[src/rtl/ram_stream_reader.sv]
// Read-side burst master for the 16x8 dual-port RAM: issues a contiguous,
// wrapping run of reads and streams the returned bytes over valid/ready.
module ram_stream_reader #(
    parameter int ram_width = 8,
    parameter int addr_size = 4
) (
    input  logic                 clk,
    input  logic                 reset,
    input  logic                 start,
    input  logic [addr_size-1:0] start_addr,
    input  logic [addr_size:0]   length,
    output logic                 busy,
    output logic                 done,
    output logic                 ram_read,
    output logic [addr_size-1:0] ram_rd_addr,
    input  logic [ram_width-1:0] ram_data_out,
    output logic [ram_width-1:0] out_data,
    output logic                 out_valid,
    input  logic                 out_ready
);

    typedef enum logic [1:0] {
        S_IDLE,
        S_RUN,
        S_DONE
    } state_t;

    state_t                 state;
    state_t                 state_next;
    logic [addr_size-1:0]   addr;
    logic [addr_size:0]     remaining;
    logic                   inflight;
    logic [ram_width-1:0]   fifo_mem [2];
    logic                   rd_ptr;
    logic                   wr_ptr;
    logic [1:0]             occupancy;

    logic                   load;
    logic                   pop;
    logic                   push;
    logic [1:0]             occ_after_pop;
    logic [2:0]             level;
    logic                   credit;

    assign pop           = out_valid && out_ready;
    assign push          = inflight;
    assign occ_after_pop = occupancy - {1'b0, pop};

    // A read is only issued if its byte is guaranteed a buffer slot when it returns.
    assign level  = {1'b0, occupancy} + {2'b00, inflight} - {2'b00, pop};
    assign credit = (level < 3'd2);

    assign busy        = (state != S_IDLE);
    assign done        = (state == S_DONE);
    assign ram_rd_addr = addr;
    assign out_valid   = (occupancy != 2'd0);
    assign out_data    = fifo_mem[rd_ptr];

    always_comb begin
        state_next = state;
        ram_read   = 1'b0;
        load       = 1'b0;
        case (state)
            S_IDLE: begin
                if (start) begin
                    if (length != '0) begin
                        state_next = S_RUN;
                        load       = 1'b1;
                    end else begin
                        state_next = S_DONE;
                    end
                end
            end
            S_RUN: begin
                ram_read = (remaining != '0) && credit;
                if ((remaining == '0) && !inflight && (occ_after_pop == 2'd0)) begin
                    state_next = S_DONE;
                end
            end
            S_DONE: begin
                state_next = S_IDLE;
            end
            default: begin
                state_next = S_IDLE;
            end
        endcase
    end

    always_ff @(posedge clk or negedge reset) begin
        if (!reset) begin
            state <= S_IDLE;
        end else begin
            state <= state_next;
        end
    end

    always_ff @(posedge clk or negedge reset) begin
        if (!reset) begin
            addr      <= '0;
            remaining <= '0;
            inflight  <= 1'b0;
        end else begin
            inflight <= ram_read;
            if (load) begin
                addr      <= start_addr;
                remaining <= length;
            end else if (ram_read) begin
                addr      <= addr + addr_size'(1);
                remaining <= remaining - (addr_size + 1)'(1);
            end
        end
    end

    always_ff @(posedge clk or negedge reset) begin
        if (!reset) begin
            for (int unsigned i = 0; i < 2; i++) begin
                fifo_mem[i] <= '0;
            end
            rd_ptr    <= 1'b0;
            wr_ptr    <= 1'b0;
            occupancy <= 2'd0;
        end else begin
            if (push) begin
                fifo_mem[wr_ptr] <= ram_data_out;
                wr_ptr           <= ~wr_ptr;
            end
            if (pop) begin
                rd_ptr <= ~rd_ptr;
            end
            occupancy <= occupancy + {1'b0, push} - {1'b0, pop};
        end
    end

endmodule

[config.mk]
export PLATFORM = sky130hd
export DESIGN_NAME = ram_stream_reader
export DESIGN_NICKNAME = d
export VERILOG_FILES = /design/src/rtl/ram_stream_reader.sv
export SDC_FILE = /design/constraint.sdc
export NUM_CORES = 1
export LEC_CHECK = 0
export CAP_MARGIN = 20
export CORE_MARGIN = 5
export CORE_UTILIZATION = 53
export DETAILED_ROUTE_END_ITERATION = 6
export PLACE_DENSITY = 0.84
export REMOVE_ABC_BUFFERS = 1
export SLEW_MARGIN = 10
export SYNTH_ARGS = -nofsm -noshare
export SYNTH_HDL_FRONTEND = slang
export SYNTH_SLANG_ARGS = --single-unit
[constraint.sdc]
create_clock -name clk -period 5.94 [get_ports clk]
set_input_delay 1.188 -clock clk [delete_from_list [all_inputs] [get_ports clk]]
set_output_delay 1.188 -clock clk [all_outputs]
set_load 0.005 [all_outputs]
**Word-level counts from Yosys, hierarchy flattened**

Cells that the tools add are included.

- Logic and storage cells: 61
- Register bits: 32
- Output and inout port bits: 16
- Input bits: 21

- $add $sub $neg: 7
- Order comparisons: 4
- Multiplexer cells: 18
- Bitwise logic cells: 4
- Reductions and logical operators: 15
- Equal/unequal tests: 4

Operators with widths:

| kind | count |
|---|---|
| 2-to-1 mux 8 bit | 4 |
| bitwise mux 16 bit | 1 |
| 2-to-1 mux 5 bit | 2 |
| nonzero test 5 bit | 2 |
| demux 8 bit (select 1 bit) | 1 |
| 2-to-1 mux 4 bit | 2 |
| 2-to-1 mux 2 bit | 3 |
| nonzero test 2 bit | 3 |
| logical AND 1 bit | 5 |
| zero test 5 bit | 1 |
| subtractor 5 x 1 -> 5 bit, second input constant | 1 |
| adder 4 x 1 -> 4 bit, second input constant | 1 |
| >= comparator 2 bit, second input constant | 2 |
| zero test 2 bit | 2 |
| 2-to-1 mux 1 bit | 4 |
| != test 2 bit, second input constant | 2 |
| NOT 1 -> 2 bit | 2 |
| case mux 2 bit (2 select lines) | 1 |
| subtractor 2 x 1 -> 2 bit | 2 |
| adder 2 x 1 -> 3 bit | 1 |
| < comparator 3 x 2 -> 1 bit, second input constant | 1 |
| subtractor 3 x 1 -> 3 bit | 1 |
| adder 2 x 1 -> 2 bit | 1 |
| equality test 2 x 1 -> 1 bit, second input constant | 1 |
| other kinds (5) | 6 |

**Logic depth before layout (Yosys ltp)**

- Word-level depth: 8
- Mapped depth: 9

**Least setup slack after synthesis**

OpenSTA, ideal clock, no wires.

- Path type: input -> output
- From: input out_ready
- To: output ram_read
- Buffers on the path: 0
- Data arrival time: 2.562 ns
- Path slack: 2.190 ns
- Cell stages on the path: 7
- Cell sequence: nand3b_1 -> nand2_1 -> ha_1 -> fa_1 -> nor3b_4 -> nand3_4 -> inv_4

- Word-level cells in the longest chain between the ends: 5

RTL lines:

| what | line | RTL |
|---|---|---|
| start: declaration | 19 | `input logic out_ready` |
| logical AND 1 bit | 45 | `assign pop = out_valid && out_ready;` |
| subtractor 3 x 1 -> 3 bit | 50 | `assign level = {1'b0, occupancy} + {2'b00, inflight} - {2'b00, pop};` |
| via level[1] | 42 | `logic [2:0] level;` |
| < comparator 3 x 2 -> 1 bit | 51 | `assign credit = (level < 3'd2);` |
| logical AND 1 bit | 75 | `ram_read = (remaining != '0) && credit;` |
| 2-to-1 mux 1 bit | 63 | `case (state)` |
| end: declaration | 14 | `output logic ram_read,` |

The timed path passes the listed nets, and every way through them passes these cells.

**Worst setup path after layout**

Ends and elaborated chain as after synthesis.

==> results.toml <==
[routing]
via_per_inst = 5.54
wire_per_inst_um = 15.8
detail_route.iter0.violations = 35
antenna_left = 0
drtPass1Iterations = 4
vias = 1136
drt_wl_total_um = 3240
drc = 0

[floorplanning]
die_w_um = 65.1
core_um2 = 2980
fp.dieH_um = 65.1
die_area_um2 = 4230
initial_core_util_pct = 54.0
placementRows = 20
ios = 37

[worst_setup_path]
r2r-end = "remaining[4]"
path_cells = "clkdlybuf4s50_1 > nand3b_1 > nand2_1 > ha_1 > fa_1 > nor3b_4 > nand3_4 > inv_4 > clkdlybuf4s50_1"
cp_slowest_stage_delay_ns = 0.53
cp_slowest_cell = "fa_1"
crit_type = "input port to output pin"
cp-end-kind = "output pin"
crit_path_max_fanout = 9
arrival_ns = 3.70
required_ns = 4.75
reg2reg_depth = 8
crit_end = "ram_read"
crit_path_frequent_cell = "clkdlybuf4s50_1"
critPathLaunchType = "input port"
rrSetupSlack_ns = 3.36
r2r-start = "occupancy[1]"
crit_path_start = "out_ready"

[timing]
relSlewSlack_pct = 52.5
finalHoldViolCount = 0
period_minus_slack_ns = 4.89
fmax_ghz = 0.204
rsz0062_at_grt = "no"
drv_slew = 0
finalSetupTns_ns = 0
timing.final.crit_share_pct = 82.3
skew_ns = 0.00798
worst_slew_pin_slew_ns = 0.710
setup_violations = 0

[cells_and_area]
antenna_cells = 0
drive_above_1_share_pct = 24.4
n_fill_cell = 221
final_nets = 198
fin_util_pct = 70.0
ff_latch_area_um2 = 801
multi_input_area_um2 = 748
syn2layout_area_growth_pct = 29.7

[grt]
grt_pass1_vias = 1224
antenna_found_initial = 0
grt_use_total_pct = 16.9
overflow = 0
grt_pass1_wl_um = 5440
grt_start_max_net_pins = 33

[power_and_ir_drop]
leakage_uw = 0.000907
p_per_area_nw_per_um2 = 569
max-vdd-ir-drop_mv = 0.328
fin_total_pwr_uw = 1190

[clocking]
postCtsHoldBufs = 0
cts-root-buf = "clkbuf_4"
numClockSinks = 32
htree_levels = 2
clk_latency_ns = 0.34
cts_tree = "built"
cts.path.max_buffers = 2
numCtsBuffers = 5
cts_setup_buffers = 0
path_clk_slew_ns = 0.09
postCtsResizedCells = 0

[yosys]
yosysSeqAreaShare_pct = 49.8
yosys.area.top_type = "dfrtp_1"
ys_warn_count = 0
netlist_instances = 131
synth_top_area_share_pct = 49.8
synth.distinct_cells = 40
ys_ff_latch = 32
synthTopCellsByArea = "dfrtp_1 50%, mux2_2 17%, ha_1 3.9%"
syn_area_um2 = 1610
synth_area_per_cell_um2 = 12.3

[worst_hold_path]
whs_path_depth = 1
hp-class = "register to register"

[place]
gp_congestion = 0.792
portBuffers = 36
hpwlAfterDp_um = 2400

[flow_run]
maxCapViolCount = 0

[run_status]
status = "finished, final reports clean"
synthesized netlist by cell type, drive strengths merged:
| library cell | number |
|---|---|
| a211o | 1 |
| xor2 | 3 |
| a221o | 2 |
| fa | 1 |
| mux2 | 24 |
| buf | 2 |
| o32ai | 1 |
| xnor2 | 3 |
| o21ai | 3 |
| nand3 | 2 |
| nand3b | 1 |
| nor4b | 1 |
| nand2b | 2 |
| a21oi | 4 |
| nor3b | 3 |
| or2 | 2 |
| a22oi | 1 |
| and2 | 1 |
| nor3 | 1 |
| a31oi | 3 |
| o22ai | 2 |
| inv | 8 |
| nor2b | 2 |
| and4b | 1 |
| dfrtp | 32 |
| or4 | 1 |
| or4b | 1 |
| ha | 5 |
| clkbuf | 2 |
| a21o | 1 |
| and3 | 1 |
| nor2 | 7 |
| nand4 | 1 |
| nand2 | 6 |
worst max-delay path, delay by kind of cell:
kind          cells  cell delay [ns]
fa+ha+maj         2             0.73
buf+inv           3             1.07
simple gates      4             0.72
metrics by stage:
step | worst slack, ns | hold WS (ns) | cells | area (um2)
finish | 1.05 | 0.500 | 205 | 2090
global route | 0.934 | 0.523 | 205 | 2090
CTS | 1.05 | 0.505 | 205 | 2090
detailed placement | 1.05 | 0.484 | 197 | 1990
global placement | 1.16 | 0.475 | 197 | 1990
floorplan | 2.19 | 0.463 | 127 | 1580
kinds of logic after synthesis:
kind of cell,share of synthesized area [%]
XOR/XNOR,3.27
adder cells (fa/ha/maj),5.14
AO/OA/AOI/OAI,7.63
buffers and inverters,3.66
multiplexers,16.8
flip-flops,49.8
AND/OR/NAND/NOR,13.7
layer usage:
metal	share of wire, %	track usage [%]	vias to the layer above
met1	41	19.4	555
met3	5.8	4.68	5
li1	-	-	542
met2	52	29.0	34
met4	1.8	7.77	0
met5	0	0	-
how the worst min path moves through the flow:
stage / from / to / slack [ns]
6_report: wr_ptr / wr_ptr / 0.50
2_1_floorplan: wr_ptr / wr_ptr / 0.46
3_3_place_gp: wr_ptr / wr_ptr / 0.48
3_5_place_dp: wr_ptr / wr_ptr / 0.48
4_1_cts: wr_ptr / wr_ptr / 0.50
5_1_grt: wr_ptr / wr_ptr / 0.52
state kept, by name (all words and copies together), names as in the netlist:
name and cells:
ram_rd_addr 4, state 2, wr_ptr 1, remaining 5
inflight 1, fifo_mem 16, occupancy 2, rd_ptr 1
report_power, final:
part / internal (uW) / switching, uW
registers: 328 / 86.3
logic: 345 / 241
clock network: 112 / 74.4
layout make-up:
type,instances,share of cell area [%]
clock buffers,7,3.12
flip-flops and latches,32,38.4
well taps,33,1.98
multi-input cells,87,35.9
repair buffers,37,17.6
clock inverters,1,1.44
inverters,8,1.56
cell usage in the layout (no fill, tap or decap), types with 2 or more instances in the layout:
master	netlist	final
xor2_1	3	3
nor2b_1	2	2
nor2_1	7	7
inv_1	7	7
clkbuf_4	0	5
a21oi_1	4	4
or2_2	2	2
ha_1	5	5
clkbuf_8	0	2
o21ai_0	2	2
a31oi_1	3	3
nand2b_1	2	2
clkdlybuf4s50_1	0	36
xnor2_1	3	3
o22ai_1	2	2
a221o_1	2	2
mux2_2	24	24
nand2_1	6	6
dfrtp_1	32	32
(Power assumes the default switching activity.)
